File: src/rtl/clock_divider_bank_if.sv
// Configuration write port of clock_divider_bank.
// Handshake: a write transfers on a clock edge where cfg_valid and cfg_ready are both 1.
interface clock_divider_bank_if #(
  parameter int CHANNELS = 4,
  parameter int CNTW     = 8
);
  localparam int CHW = (CHANNELS > 1) ? $clog2(CHANNELS) : 1;

  logic            cfg_valid;
  logic            cfg_ready;
  logic [CHW-1:0]  cfg_channel;
  logic [CNTW-1:0] cfg_divide;
  logic [CNTW:0]   cfg_phase;

  modport master (
    output cfg_valid,
    output cfg_channel,
    output cfg_divide,
    output cfg_phase,
    input  cfg_ready
  );

  modport slave (
    input  cfg_valid,
    input  cfg_channel,
    input  cfg_divide,
    input  cfg_phase,
    output cfg_ready
  );
endinterface

File: src/rtl/clock_divider_bank.sv
// Bank of programmable 50%-duty clock dividers sharing one settle/run controller;
// every accepted configuration write re-settles and restarts all channels phase-aligned.
module clock_divider_bank #(
  parameter int CHANNELS = 4,
  parameter int CNTW     = 8,
  parameter int SETTLE   = 16
) (
  input  logic                clock,
  input  logic                reset,
  clock_divider_bank_if.slave cfg,
  output logic                locked,
  output logic [CHANNELS-1:0] clock_o,
  output logic [CHANNELS-1:0] strobe_o,
  output logic                state_dbg
);
  localparam int CHW = (CHANNELS > 1) ? $clog2(CHANNELS) : 1;
  localparam int SW  = (SETTLE > 1) ? $clog2(SETTLE + 1) : 1;
  localparam logic [SW-1:0]  SETTLE_LAST = SW'(SETTLE - 1);
  localparam logic [CHW:0]   CH_LIMIT    = CHANNELS[CHW:0];
  localparam logic [CNTW:0]  CNT_ONE     = (CNTW + 1)'(1);

  typedef enum logic {
    S_SETTLE = 1'b0,
    S_RUN    = 1'b1
  } state_t;

  state_t         state_q, state_d;
  logic [SW-1:0]  settle_q, settle_d;
  logic           go_run;
  logic           write_en;
  logic           chan_ok;
  logic [CNTW:0]  phase_clamped;

  logic [CNTW-1:0] div_q    [CHANNELS];
  logic [CNTW:0]   phase_q  [CHANNELS];
  logic [CNTW:0]   cnt_q    [CHANNELS];
  logic [CNTW:0]   cnt_next [CHANNELS];

  assign chan_ok       = ({1'b0, cfg.cfg_channel} < CH_LIMIT);
  assign cfg.cfg_ready = (state_q == S_RUN);
  assign locked        = (state_q == S_RUN);
  assign state_dbg     = state_q;

  // A phase outside one period (or on a disabled channel) would never be reached by the counter.
  assign phase_clamped = ((cfg.cfg_divide == '0) || (cfg.cfg_phase >= {cfg.cfg_divide, 1'b0}))
                         ? '0 : cfg.cfg_phase;

  always_ff @(posedge clock) begin
    if (reset) begin
      state_q  <= S_SETTLE;
      settle_q <= '0;
    end else begin
      state_q  <= state_d;
      settle_q <= settle_d;
    end
  end

  always_comb begin
    state_d  = state_q;
    settle_d = settle_q;
    go_run   = 1'b0;
    write_en = 1'b0;
    case (state_q)
      S_SETTLE: begin
        if (settle_q == SETTLE_LAST) begin
          state_d  = S_RUN;
          settle_d = '0;
          go_run   = 1'b1;
        end else begin
          settle_d = settle_q + SW'(1);
        end
      end
      S_RUN: begin
        // Writes to a nonexistent channel are dropped without disturbing the running outputs.
        if (cfg.cfg_valid && chan_ok) begin
          write_en = 1'b1;
          state_d  = S_SETTLE;
          settle_d = '0;
        end
      end
      default: state_d = S_SETTLE;
    endcase
  end

  always_comb begin
    for (int i = 0; i < CHANNELS; i++) begin
      cnt_next[i] = (cnt_q[i] == ({div_q[i], 1'b0} - CNT_ONE)) ? '0 : cnt_q[i] + CNT_ONE;
    end
  end

  // Outputs are registered from the counter's next value so they stay aligned with cnt_q.
  always_ff @(posedge clock) begin
    if (reset) begin
      for (int i = 0; i < CHANNELS; i++) begin
        div_q[i]   <= CNTW'(1);
        phase_q[i] <= '0;
        cnt_q[i]   <= '0;
      end
      clock_o  <= '0;
      strobe_o <= '0;
    end else begin
      if (write_en) begin
        div_q[cfg.cfg_channel]   <= cfg.cfg_divide;
        phase_q[cfg.cfg_channel] <= phase_clamped;
      end
      for (int i = 0; i < CHANNELS; i++) begin
        if ((state_q == S_RUN) && !write_en && (div_q[i] != '0)) begin
          cnt_q[i]    <= cnt_next[i];
          clock_o[i]  <= (cnt_next[i] < {1'b0, div_q[i]});
          strobe_o[i] <= (cnt_next[i] == '0);
        end else if (go_run && (div_q[i] != '0)) begin
          cnt_q[i]    <= phase_q[i];
          clock_o[i]  <= (phase_q[i] < {1'b0, div_q[i]});
          strobe_o[i] <= (phase_q[i] == '0);
        end else begin
          cnt_q[i]    <= '0;
          clock_o[i]  <= 1'b0;
          strobe_o[i] <= 1'b0;
        end
      end
    end
  end
endmodule

File: src/flat_wrapper.sv
// flat-port wrapper written by rule: the top's interface ports become plain ports
module clock_divider_bank_flat 
#(
  parameter int CHANNELS = 4,
  parameter int CNTW     = 8,
  parameter int SETTLE   = 16
)
  (clock, reset, locked, clock_o, strobe_o, state_dbg, cfg_cfg_valid, cfg_cfg_channel, cfg_cfg_divide, cfg_cfg_phase, cfg_cfg_ready);
  clock_divider_bank_if #(.CHANNELS(CHANNELS), .CNTW(CNTW)) cfg_i ();
  input  logic clock;
  input  logic reset;
  output logic locked;
  output logic [CHANNELS-1:0] clock_o;
  output logic [CHANNELS-1:0] strobe_o;
  output logic state_dbg;
  input wire logic [$bits(cfg_i.cfg_valid)-1:0] cfg_cfg_valid;
  input wire logic [$bits(cfg_i.cfg_channel)-1:0] cfg_cfg_channel;
  input wire logic [$bits(cfg_i.cfg_divide)-1:0] cfg_cfg_divide;
  input wire logic [$bits(cfg_i.cfg_phase)-1:0] cfg_cfg_phase;
  output wire logic [$bits(cfg_i.cfg_ready)-1:0] cfg_cfg_ready;
  assign cfg_i.cfg_valid = cfg_cfg_valid;
  assign cfg_i.cfg_channel = cfg_cfg_channel;
  assign cfg_i.cfg_divide = cfg_cfg_divide;
  assign cfg_i.cfg_phase = cfg_cfg_phase;
  assign cfg_cfg_ready = cfg_i.cfg_ready;
  clock_divider_bank #(.CHANNELS(CHANNELS), .CNTW(CNTW), .SETTLE(SETTLE)) u_core (.clock(clock), .reset(reset), .cfg(cfg_i), .locked(locked), .clock_o(clock_o), .strobe_o(strobe_o), .state_dbg(state_dbg));
endmodule
File: config.mk
export PLATFORM = sky130hd
export DESIGN_NAME = clock_divider_bank_flat
export DESIGN_NICKNAME = d
export VERILOG_FILES = /design/src/rtl/clock_divider_bank_if.sv /design/src/rtl/clock_divider_bank.sv /design/src/flat_wrapper.sv
export SDC_FILE = /design/constraint.sdc
export NUM_CORES = 1
export LEC_CHECK = 0
export ABC_AREA = 1
export ABC_CLOCK_PERIOD_IN_PS = 2600
export BUFFER_PORTS_ARGS = -buffer_cell sky130_fd_sc_hd__buf_4
export CORE_ASPECT_RATIO = 2
export CORE_MARGIN = 2
export CORE_UTILIZATION = 59
export CTS_BUF_LIST = sky130_fd_sc_hd__clkbuf_8
export CTS_CLUSTER_DIAMETER = 120
export CTS_CLUSTER_SIZE = 25
export DETAILED_ROUTE_END_ITERATION = 8
export GPL_TIMING_DRIVEN = 1
export PLACE_DENSITY = 0.79
export SYNTH_ARGS = -nofsm -noshare
export SYNTH_HDL_FRONTEND = slang
export SYNTH_SLANG_ARGS = --single-unit
File: constraint.sdc
create_clock -name clock -period 2.6 [get_ports clock]
set_clock_uncertainty 0.1 [all_clocks]
set_input_delay 0.52 -clock clock [delete_from_list [all_inputs] [get_ports clock]]
set_output_delay 0.52 -clock clock [all_outputs]
set_load 0.05 [all_outputs]
# Word-level counts from Yosys, hierarchy flattened
# Memory sizes are Yosys's and may differ from the RTL's.
# Index checks and enable logic that the tools add are counted.
[word_totals] reg_bits=14 ram_bits=104 inputBits=22 output_inout_bits=11 wordCells=167 n_memories=3
[mem_list] memory="u_core.cnt_q" words=4 word_bits=9 rd=4 rd_clocked_by_memory_dff=0 wr=4 line_no="clock_divider_bank.sv:36" source="logic [CNTW:0] cnt_q [CHANNELS];"
[mem_list] memory="u_core.phase_q" words=4 word_bits=9 rd=4 rd_clocked_by_memory_dff=0 wr=4 line_no="clock_divider_bank.sv:35" source="logic [CNTW:0] phase_q [CHANNELS];"
[mem_list] memory="u_core.div_q" words=4 word_bits=8 rd=4 rd_clocked_by_memory_dff=0 wr=4 line_no="clock_divider_bank.sv:34" source="logic [CNTW-1:0] div_q [CHANNELS];"
[classes] addsub=9 order_cmp=9 n_eq_ne=6 mux=97 bitwise_logic=13 reduce_logical=26
[op_table] cell="2-to-1 mux 9 bit" n=18
[op_table] cell="zero test 9 bit" n=8
[op_table] cell="less-than comparator 9 x 8 -> 1 bit" n=8
[op_table] cell="2-to-1 mux 1 bit" n=72
[op_table] cell="adder 9 x 1 -> 9 bit (second input constant)" n=4
[op_table] cell="equality test 9 bit" n=4
[op_table] cell="subtractor 9 x 1 -> 9 bit (second input constant)" n=4
[op_table] cell="nonzero test 8 bit" n=4
[op_table] cell="bitwise OR 1 bit" n=12
[op_table] cell="2-to-1 mux 5 bit" n=2
[op_table] cell="one-hot mux 5 bit (2 select lines)" n=1
[op_table] cell=">= comparator 9 bit" n=1
[op_table] cell="logical AND 1 bit" n=9
[op_table] cell="OR reduction 9 bit" n=1
[op_table] cell="zero test 8 bit" n=1
[op_table] cell="2-to-1 mux 8 bit" n=1
[op_table] cell="OR reduction 8 bit" n=1
[op_table] cell="adder 5 x 1 -> 5 bit (second input constant)" n=1
[op_table] cell="equality test 5 x 4 -> 1 bit (second input constant)" n=1
[op_table] cell="2-to-1 mux 2 bit" n=2
[op_table] cell="inequality test 2 bit (second input constant)" n=1
[op_table] cell="one-hot mux 1 bit (2 select lines)" n=1
[op_table] cell="zero test 1 bit" n=1
[op_table] cell="logical OR 1 bit" n=1
[op_table] cell="inverter 1 bit" n=1

# Depth between registers and ports, before layout
# Gate-level depths: netlist of run 1.
[depth] ltp_word=11 ltp_mapped=20 depth_no_buf=20

# Least setup slack after synthesis of run 1
# Ideal clock, no wire load.
[synth_timing] path_type="flip-flop to flip-flop" startpoint="memory u_core.div_q[0][0]" endpoint="register u_core.clock_o[0]" setup_time_ns=0.070 t_arrival_ns=2.404 required_ns=2.430 slack_ns=0.026 path_stages_with_launch=18 n_path_buf=0 synth_period_minus_slack_ns=2.574 cell_sequence="edfxtp_1 > inv_1 > ha_1 > xnor2_1 > xor2_1 > o21ai_0 > nor2_1 > nand3_4 > inv_1 > nor2_1 > ha_1 > a21oi_1 > o221ai_1 > nand3_1 > nand2_1 > nand2_1 > nand3_1 > a21oi_1"
[synth_lines] element="start: declaration" line_no="clock_divider_bank.sv:34"
[synth_lines] element="end signal: indexed assignment" line_no="clock_divider_bank.sv:109" source="clock_o[i] <= (cnt_next[i] < {1'b0, div_q[i]});"
[synth_lines] element="end signal: indexed assignment" line_no="clock_divider_bank.sv:113" source="clock_o[i] <= (phase_q[i] < {1'b0, div_q[i]});"
[synth_lines] element="end: declaration" line_no="clock_divider_bank.sv:12" source="output logic [CHANNELS-1:0] clock_o,"

==> results by group, run 1 <==
Outcome
  – Outcome: finished, violations left
  – Failing checks: negative setup slack

Timing
  – Final Max Tran Viols: 0
  – Worst-margin pin slew: roughly 0.63 ns
  – Final count of negative-setup-slack endpoints: 3
  – RSZ-0062 raised after global routing: true
  – Final hold violations: 0
  – Tmin final: 2.72 ns
  – Setup ws final: -0.121 ns
  – Relative slew slack: 58.0%
  – Final period utilization: 105%
  – Fmax: 367 MHz

Cells and area
  – Final Util: approximately 76%
  – Layout fillers: a little under 1,000
  – Register area: around 3400 um2
  – Most frequent cells in the layout: nand2_1 (157), inv_1 (141), nor2_1 (134)
  – Layout cell share with drive strength beyond 1: a little under a quarter
  – Multi-input combinational cell area: 4580 um2
  – Area growth syn-to-layout: 25.0%
  – Post-route cell area: about 10,000 um2
  – Final std cells w/o fill: around 1,300
  – Final #Nets: about 1,300
  – ANT cells: 0
  – Most common cell after layout, fill and taps aside: nand2_1

Clock tree
  – Clock root cell: clkbuf_8
  – CTS clock-pin slew for the worst setup and hold paths: about 0.08 ns
  – Clock Tree Buf Depth: 2
  – CTS Sinks: 118
  – CTS tree: yes
  – H-tree depth: 4
  – Clock Latency Late Sink: between 0.4 and 0.5 ns
  – Cts bufs inserted: 17

Setup path
  – CP peak stage delay: 0.42 ns
  – Crit-path cells: buf_6 > nor3_4 > nand3_2 > nor3_4 > xor2_2 > nand3_4 > inv_4 > nor2_4 > ha_4 > nand4_1 > o221ai_2 > nand3_1 > nand2_1 > nand2_1 > nand3_2 > a21oi_2
  – Critical-path top delay cell: edfxtp_1
  – Worst Path Required: about 2.8 ns
  – Critical path peak fanout: 4
  – Crit. End Element: register
  – WS Path Type: register to register
  – CP arrival: slightly below 3 ns
  – CP Launch Type: register

Yosys
  – Post-Syn Area: between 8000 and 9000 um2
  – Syn Inst Count: 999
  – #FFs+latches synth: between 100 and 150
  – Top cell type's share of synthesized area: between 30% and 40%
  – Synthesized area per cell: 8.19 um2
  – Netlist cell types: 48
  – Biggest area consumer among synthesized cells: edfxtp_1
  – Yosys warns: 0
  – Area contributors post-synth: edfxtp_1 (38%), ha_1 (12%), nand2_1 (7.9%), inv_1 (7.2%), nor2_1 (6.4%)
  – Post-synthesis sequential area ratio: 41.6%

Placed design
  – Post-placement cell area: 9260 um2
  – IO buf count: 32
  – Dpl ws: -0.110 ns
  – Cells after DPL: ~1,300
  – Gp weighted congestion: ~0.99
  – Post-DP HPWL: approximately 18 mm

Detailed routing
  – Antenna Nets Post-Route: 0
  – Metal3 WL: 1.16 mm
  – Remaining DRCs: 0
  – Highest Signal Layer: met4
  – Iter 0 DRT Violations: between 500 and 600
  – Wire length on met2: 12.5 mm
  – Length of the first detailed-routing pass in iterations: 5
  – Via/cell ratio: 5.66
  – Vias: around 7,500
  – Post-DR wirelength/cell: 17.6 um
  – Final wirelength: 23.4 mm
  – WL met1: 8.07 mm

Global route
  – GR Overflow Total: 0
  – Initial antenna violation count: 0
  – Vias in the first global route: approximately 7,400
  – First-pass GRT wire length: 35.4 mm
  – Largest net degree at the start of global routing: 20
  – Total global-route track usage: 31.7%

Pwr
  – Max VDD drop: between 0.4 and 0.5 mV
  – PwrDens: about 450 nW/um2
  – Leakage: ~4.7 nW
  – Final Power: about 0.0046 W

Floorplan
  – Row count: 60
  – Die ar.: 14,900 um2
  – Initial Utilization: 60.5%
  – Die W: roughly 87 um
  – Placeable Area: 13,500 um2
  – Ports: 33
  – Die height: between 150 and 200 um

Run
  – Max-cap viol count: 0

Min path
  – HP Class: input port to register
[Yosys cell counts, drive strengths merged]
library cell / instances
nor3: 17
nand3: 51
a31oi: 1
buf: 5
a211oi: 5
o221ai: 3
nand2: 174
o22ai: 5
a21o: 2
and3: 1
nor4: 10
xnor2: 23
ha: 76
and2: 1
a21boi: 1
or2: 7
dfxtp: 14
nor3b: 1
nor2: 143
o31ai: 1
o2111ai: 2
nand3b: 1
xor2: 24
o21ai: 61
o211ai: 2
edfxtp: 104
inv: 172
o21a: 2
nand2b: 7
clkbuf: 5
a21oi: 55
nand4: 22
conb: 1
[where the power goes]
| part | switching [W] | internal (W) |
|---|---|---|
| Clock | 0.000865 | 0.000974 |
| Combinational | 0.000352 | 0.000252 |
| Sequential | 0.0000679 | 0.00211 |
| Total | 0.00129 | 0.00334 |
[routing by layer]
metal  track usage (%)  vias to the layer above
li1                  -                     3614
met1              32.5                     3499
met2              56.3                      311
met3              5.02                      122
met4              22.8                        0
met5                 0                        -
[sequential cells by signal, indices dropped and copies added, names as in the netlist]
| signal | count |
|---|---|
| u_core.div_q | 32 |
| u_core.strobe_o | 4 |
| u_core.phase_q | 36 |
| u_core.settle_q | 5 |
| u_core.clock_o | 4 |
| u_core.cfg.cfg_ready | 1 |
| u_core.cnt_q | 36 |
[stage by stage]
stage | TNS, ns | hold WS, ns
after detailed placement | -0.314 | 0.342
after CTS | -0.242 | 0.279
after global placement | -0.133 | 0.343
after global routing | -0.939 | 0.305
after floorplan | 0 | 0.328
final | -0.242 | 0.309
[repair_timing]
action / in CTS / in global routing
resized for setup: 30 / 60
setup endpoints to repair: 4 / 4
pin swaps: 26 / 48
cloned: 0 / 0
hold buffers: 0 / 0
setup buffers: 6 / 12
[logic make-up after synthesis]
kind of cell	count (synthesis)	synth area share [%]
AND/OR/NAND/NOR	435	23.6
buffers and inverters	182	8.52
AO/OA/AOI/OAI	140	9.44
flip-flops	118	41.6
adder cells (fa/ha/maj)	76	11.6
XOR/XNOR	47	5.13
other	1	0.0459
[worst paths after layout]
check                          start  cells after the start                  to  slack, ns
setup / recovery  u_core.div_q[0][1]                     16   u_core.clock_o[0]      -0.12
hold / removal    cfg_cfg_channel[0]                      3  u_core.div_q[0][0]       0.31
setup reg to reg  u_core.div_q[0][1]                     16   u_core.clock_o[0]      -0.12
hold reg to reg   u_core.settle_q[4]                      2  u_core.settle_q[4]       0.35
[critical path: cells and delay by family (launching register included)]
family                   cells  cell delay, ns
adder cells (fa/ha/maj)      1            0.28
AND/OR/NAND/NOR             10            1.16
buffers and inverters        2            0.26
AO/OA/AOI/OAI                2            0.19
flip-flops                   1            0.42
XOR/XNOR                     1            0.21
[area by class of cell]
class                   instances  share of cell area (%)
well taps                     155                    1.90
clock inverters                15                    1.91
clock buffers                  17                    2.29
flip-flops and latches        118                    33.3
multi-input cells             734                    44.8
inverters                     172                    6.34
repair buffers                122                    9.43
Note: power is estimated with default switching activity, not from simulation.
==> inputs of run 2 (changes only) <==
--- a/config.mk
+++ b/config.mk
@@ -7,7 +7,7 @@
 export LEC_CHECK = 0
 export ABC_AREA = 1
 export ABC_CLOCK_PERIOD_IN_PS = 2600
-export BUFFER_PORTS_ARGS = -buffer_cell sky130_fd_sc_hd__buf_4
+export BUFFER_PORTS_ARGS = -buffer_cell sky130_fd_sc_hd__buf_2
 export CORE_ASPECT_RATIO = 2
 export CORE_MARGIN = 2
 export CORE_UTILIZATION = 59
==> run 2 against run 1 <==
  * The run still ends with negative setup slack left
  * Critical path depth unchanged
  * Sequential power about the same
  * Global-route usage increased by 1.2 points
  * First-iteration DRC count unchanged
  * Maximum frequency decreased by 2.2%
  * Worst setup slack got worse by 0.060 ns
  * Combinational power decreased by 3%
  * Routed wire length decreased by 0.35%
  * Register-to-register slack got worse by 0.06 ns
  * Count of clock-buffer cells in the layout unchanged
  * Power decreased by 7.7%
  * Critical path type unchanged
  * Largest power group unchanged
==> results by group, run 2 (synthesis results as in run 1) <==
Detailed routing
  – Remaining DRCs: 0
  – Via/cell ratio: 5.60
  – Post-DR wirelength/cell: 17.5 um
  – Final wirelength: roughly 23 mm
  – Antenna Nets Post-Route: 0
  – Iter 0 DRT Violations: between 500 and 600
  – Vias: ~7,500
  – Length of the first detailed-routing pass in iterations: 5

Global route
  – Initial antenna violation count: 0
  – GR Overflow Total: 0
  – Total global-route track usage: between 30 and 40%
  – First-pass GRT wire length: about 37 mm
  – Largest net degree at the start of global routing: 20
  – Vias in the first global route: around 7,700

Timing
  – RSZ-0062 raised after global routing: true
  – Tmin final: ~2.8 ns
  – Worst-margin pin slew: 0.602 ns
  – TNS Setup: -0.305 ns
  – Setup ws final: -0.181 ns
  – Final hold violations: 0
  – Final count of negative-setup-slack endpoints: 3
  – Final Max Tran Viols: 0
  – Relative slew slack: 59.8%
  – Final period utilization: 107%
  – Hold Slack: ~0.27 ns
  – Fmax: between 300 and 400 MHz

Clock tree
  – CTS clock-pin slew for the worst setup and hold paths: roughly 0.080 ns
  – CTS tree: yes
  – CTS Sinks: ~120
  – Clock Latency Late Sink: roughly 0.45 ns
  – Clock Tree Buf Depth: 2
  – Clock root cell: clkbuf_8
  – H-tree depth: 4
  – Hold Buf Count CTS: 0
  – Cts bufs inserted: 17

Run
  – Max-cap viol count: 0

Setup path
  – Critical path peak fanout: 4
  – Worst path buffer plus inverter count: 2
  – CP Launch Type: register
  – Crit. End Element: register
  – Critical-path top delay cell: edfxtp_1
  – Crit path max-delay family: simple AND/OR/NAND/NOR gates
  – Crit-path cells: buf_6 > nor3_4 > nand3_2 > nor3_4 > xor2_2 > nand3_4 > nand2_2 > inv_2 > ha_4 > nand4_1 > o221ai_2 > nand3_1 > nand2_1 > nand2_1 > nand3_1 > a21oi_1
  – Worst Path Required: ~2.8 ns
  – CP peak stage delay: roughly 0.41 ns
  – CP arrival: between 3 and 4 ns
  – WS Path Type: register to register

Pwr
  – Leakage: between 4 and 5 nW
  – Comb pwr share: ~14%
  – Clock share of power: about a third
  – Sequential share of power: between 50% and 60%
  – Switching portion of total power: approximately 29%
  – Final Power: between 0.004 and 0.005 W
  – Internal power: between 0.003 and 0.004 W
  – PwrDens: 426 nW/um2
  – Max VDD drop: between 0.3 and 0.4 mV
  – P_sw: about 0.0013 W

Floorplan
  – Initial Utilization: 60.5%
  – Die height: 170 um
  – Ports: 33
  – Die W: 87.3 um
  – Die ar.: 14,900 um2
  – Row count: 60
  – Placeable Area: between 10,000 and 15,000 um2

Placed design
  – Gp weighted congestion: approximately 1.0
  – IO buf count: 32
  – Cells after DPL: 1,284
  – Dpl ws: -0.163 ns
  – Post-DP HPWL: roughly 18 mm

Cells and area
  – Layout cell share with drive strength beyond 1: between 20 and 25%
  – Final std cells w/o fill: about 1,300
  – Most frequent cells in the layout: nand2_1 (160), inv_1 (142), nor2_1 (130)
  – ANT cells: 0
  – Final #Nets: 1,263
  – Area growth syn-to-layout: 22.6%
  – Biggest regs: u_core.cnt_q x36, u_core.phase_q x36, u_core.div_q x32
  – Most common cell after layout, fill and taps aside: nand2_1

Outcome
  – Outcome: finished, violations left
  – Failing checks: negative setup slack

Min path
  – HP Class: input port to register
-- run 2: power by group through the flow --
stage	clock (W)	combinational [W]	sequential (W)
after detailed placement	0	0.000519	0.00222
after global routing	0.00158	0.000652	0.00219
after floorplan	0	0.000322	0.00220
after global placement	0	0.000505	0.00222
after CTS	0.00151	0.000534	0.00218
final	0.00150	0.000588	0.00218
-- run 2: layout make-up --
cell class              instances  area, um2
flip-flops and latches        118       3400
clock inverters                15        109
multi-input cells             734       4560
repair buffers                122        880
well taps                     155        194
fillers                       991       3480
inverters                     172        651
clock buffers                  17        234
-- run 2: layer usage --
layer,share of wire [%],track usage [%],vias up
li1,-,-,3623
met1,34,33.6,3442
met2,53,57.7,277
met3,4.4,5.16,127
met4,8.7,25.2,0
met5,0,0,-
-- run 2: timing repair --
action                                  in CTS  in global routing
setup buffers                                4                 13
pin swaps                                   17                 36
hold endpoints to repair                     0                  0
endpoints found under the setup margin       3                  6
gates resized for setup                     21                 65
-- run 2: final timing paths --
path / startpoint / to / slack (ns) / cells after the start
setup / recovery: u_core.div_q[0][1] / u_core.clock_o[0] / -0.18 / 16
hold / removal: cfg_cfg_channel[1] / u_core.div_q[2][0] / 0.27 / 2
setup reg to reg: u_core.div_q[0][1] / u_core.clock_o[0] / -0.18 / 16
hold reg to reg: u_core.settle_q[1] / u_core.settle_q[1] / 0.38 / 2
-- run 2: worst register-to-register path: stages (launching register included) --
cell and delay (ns):
edfxtp_1 0.41, buf_6 0.14, nor3_4 0.22, nand3_2 0.15, nor3_4 0.25, xor2_2 0.21
nand3_4 0.15, nand2_2 0.10, inv_2 0.05, ha_4 0.27, nand4_1 0.11, o221ai_2 0.17
nand3_1 0.09, nand2_1 0.07, nand2_1 0.04, nand3_1 0.07, a21oi_1 0.06
-- run 2: through the flow --
step	util (%)	area (um2)
detailed placement	68.0	9190
global placement	68.0	9190
CTS	71.5	9660
floorplan	-	8310
finish	74.2	10000
global route	74.2	10000
==> inputs of run 3 (changes only) <==
--- a/config.mk
+++ b/config.mk
@@ -5,7 +5,6 @@
 export SDC_FILE = /design/constraint.sdc
 export NUM_CORES = 1
 export LEC_CHECK = 0
-export ABC_AREA = 1
 export ABC_CLOCK_PERIOD_IN_PS = 2600
 export BUFFER_PORTS_ARGS = -buffer_cell sky130_fd_sc_hd__buf_2
 export CORE_ASPECT_RATIO = 2
==> run 3 against run 2 <==
  * Combinational power down 0.9%
  * Largest cell class unchanged
  * Via count down 1.9%
  * First-iteration DRC count down 6.1%
  * Die area down 0.32%
  * Sequential power about the same
  * The flow still finishes with violations (negative setup slack)
  * Routed wire length up 0.76%
  * Synthesized cell count down 17%
  * Global-route usage down 0.81 points
  * Maximum frequency down 9.3%
  * Sequential share of layout area down 0.68 points
==> results by group, run 3 <==
Yosys
  – Async set-or-reset flop fraction in the synthesized netlist: 0%
  – Mux cell area share after synthesis: less than 1%
  – Adder-Cell Fraction of Synth Area: about an eighth
  – Post-Syn Area: ~8000 um2
  – Most common cell in the netlist: edfxtp_1
  – Yosys warns: 0
  – Post-synthesis sequential area ratio: between 40% and 50%
  – Compound-Gate Fraction of Synth Area: between 10% and 20%
  – Largest family of logic cells by synthesized area: simple AND/OR/NAND/NOR gates
  – Syn Inst Count: 831
  – Area contributors post-synth: edfxtp_1 (38%), ha_1 (12%), xnor2_1 (4.4%), dfxtp_1 (3.4%), nor2_1 (2.8%)
  – Simple-gate area share of the yosys netlist: 21.1%
  – Biggest area consumer among synthesized cells: edfxtp_1
  – Most frequent cells after synthesis: edfxtp_1 (104), ha_1 (76), nor2_1 (61)
  – #FFs+latches synth: 118
  – Netlist cell types: 74
  – Number of synthesized flops with an enable pin: approximately 100
  – Post-synthesis xor/xnor area fraction: 7.08%
  – Top cell type's share of synthesized area: between 30% and 40%
  – Dominant synthesized flop cell: edfxtp_1
  – Synthesized area per cell: 9.81 um2

Timing
  – Final hold violations: 0
  – Tmin final: 3.07 ns
  – Setup ws final: -0.467 ns
  – Final period utilization: 118%
  – RSZ-0062 raised after global routing: true
  – Final Max Tran Viols: 0
  – Fmax: about 330 MHz
  – Final count of negative-setup-slack endpoints: 10

Cells and area
  – Layout cell share with drive strength beyond 1: ~27%
  – ANT cells: 0
  – Biggest regs: u_core.cnt_q x36, u_core.phase_q x36, u_core.div_q x32
  – Final std cells w/o fill: between 1,000 and 1,500
  – Area growth syn-to-layout: 25.5%
  – Most common cell after layout, fill and taps aside: buf_4
  – Most frequent cells in the layout: buf_4 (131), edfxtp_1 (104), ha_1 (68)
  – Final #Nets: 1,120

Clock tree
  – CTS clock-pin slew for the worst setup and hold paths: 0.07 ns
  – Clock root cell: clkbuf_8
  – Clock Latency Late Sink: 0.45 ns
  – Clock Tree Buf Depth: 2
  – Cts bufs inserted: 17
  – H-tree depth: 4
  – CTS Sinks: 118
  – CTS tree: yes

Setup path
  – WS Path Type: register to register
  – Critical Path Sink: u_core.clock_o[0]
  – Most used cell, CP: o211ai_1
  – Reg-to-reg endpoint: u_core.clock_o[0]
  – Critical-path top delay cell: edfxtp_1
  – Critical path peak fanout: 5
  – CP Launch Type: register
  – CP Launch Point: u_core.div_q[0][0]
  – Worst path buffer plus inverter count: 1
  – CP peak stage delay: about 0.48 ns
  – Worst flop-to-flop path startpoint: u_core.div_q[0][0]
  – CP arrival: between 3 and 4 ns
  – Worst Path Required: roughly 2.9 ns
  – Worst reg2reg path depth: 13
  – Levels on crit path: 13
  – Crit. End Element: register
  – Flop-to-flop setup slack: -0.47 ns
  – Crit-path cells: buf_4 > xor2_1 > o211ai_1 > a2111oi_2 > o2111a_2 > nor2b_2 > ha_1 > o211ai_1 > a21boi_1 > o211ai_1 > a21oi_1 > or3_1 > o32ai_1
  – Crit path max-delay family: compound AO/OA/AOI/OAI gates

Detailed routing
  – Vias: roughly 7,300
  – Remaining DRCs: 0
  – Via/cell ratio: 6.16
  – Length of the first detailed-routing pass in iterations: 5
  – Final wirelength: about 24 mm
  – Iter 0 DRT Violations: a little under 500
  – Antenna Nets Post-Route: 0
  – Post-DR wirelength/cell: 19.8 um

Global route
  – Vias in the first global route: about 7,300
  – Initial antenna violation count: 0
  – First-pass GRT wire length: ~36 mm
  – Largest net degree at the start of global routing: 19
  – GR Overflow Total: 0
  – Total global-route track usage: ~32%

Pwr
  – Clock share of power: between 30% and 40%
  – Comb pwr share: between 10 and 15%
  – PwrDens: approximately 400 nW/um2
  – Final Power: 0.00421 W
  – P_sw: around 0.0012 W
  – Leakage: around 4.2 nW
  – Internal power: approximately 0.0030 W
  – Max VDD drop: 0.445 mV
  – Sequential share of power: between 50% and 60%
  – Switching portion of total power: roughly 28%

Floorplan
  – Initial Utilization: 60.3%
  – Row count: 60
  – Die W: 87.1 um
  – Placeable Area: ~14,000 um2
  – Die height: between 150 and 200 um
  – Die ar.: around 15,000 um2
  – Ports: 33

Placed design
  – Gp weighted congestion: around 0.96
  – IO buf count: 32
  – Dpl ws: -0.470 ns
  – Post-DP HPWL: around 18 mm
  – Cells after DPL: approximately 1,100

Outcome
  – Failing checks: negative setup slack
  – Outcome: finished, violations left

Run
  – Max-cap viol count: 0

Min path
  – HP Class: input port to register
[run 3: what timing repair did]
item,4_1_cts,5_1_grt
buffers inserted,5,13
hold buffers,0,0
endpoints found under the setup margin,12,31
resized for setup,18,53
pin swaps,22,34
[run 3: cells by family (layout without fill, tap and decap cells)]
group	after synthesis	count (layout)
xor+xnor	65	65
fa+ha+maj	76	76
mux	2	2
other cells	1	36
flops	118	118
compound gates	161	161
buf+inv	80	249
simple gates	328	328
[run 3: cell type report]
type,count,area [um2]
clock buffers,18,248
clock inverters,14,90.1
fillers,942,3280
inverters,47,176
multi-input cells,668,4900
flip-flops and latches,118,3400
well taps,155,194
repair buffers,170,1220
[run 3: how the worst min path moves through the flow]
stage / from / to / slack, ns / cells after the start
after global routing: cfg_cfg_valid / u_core.cfg.cfg_ready / 0.28 / 2
after CTS: cfg_cfg_valid / u_core.cfg.cfg_ready / 0.27 / 2
after global placement: u_core.settle_q[3] / u_core.settle_q[3] / 0.39 / 1
after detailed placement: u_core.settle_q[3] / u_core.settle_q[3] / 0.40 / 1
final: cfg_cfg_valid / u_core.cfg.cfg_ready / 0.28 / 2
after floorplan: u_core.settle_q[3] / u_core.settle_q[3] / 0.37 / 1
[run 3: power by group through the flow]
| stage | Combinational [W] | Clock (W) | Sequential (W) |
|---|---|---|---|
| after detailed placement | 0.000521 | 0 | 0.00222 |
| after global placement | 0.000508 | 0 | 0.00221 |
| after global routing | 0.000639 | 0.00152 | 0.00218 |
| after floorplan | 0.000312 | 0 | 0.00220 |
| final | 0.000583 | 0.00144 | 0.00218 |
| after CTS | 0.000536 | 0.00145 | 0.00218 |
[run 3: routing by layer]
layer	share of wire, %	vias to the layer above	GRT usage (%)
met1	35	3461	33.2
met4	7.7	0	22.7
met5	0	-	0
met2	52	317	56.3
met3	5.1	119	5.72
li1	-	3433	-
[run 3: through the flow]
| step | TNS [ns] | area (um2) | hold slack [ns] | utilization (%) |
|---|---|---|---|---|
| 6_report | -1.72 | 10200 | 0.276 | 75.7 |
| 5_1_grt | -3.56 | 10200 | 0.278 | 75.7 |
| 4_1_cts | -1.22 | 9900 | 0.268 | 73.2 |
| 3_5_place_dp | -1.33 | 9450 | 0.401 | 69.9 |
| 3_3_place_gp | -1.12 | 9450 | 0.392 | 69.9 |
| 2_1_floorplan | -0.914 | 8330 | 0.372 | - |
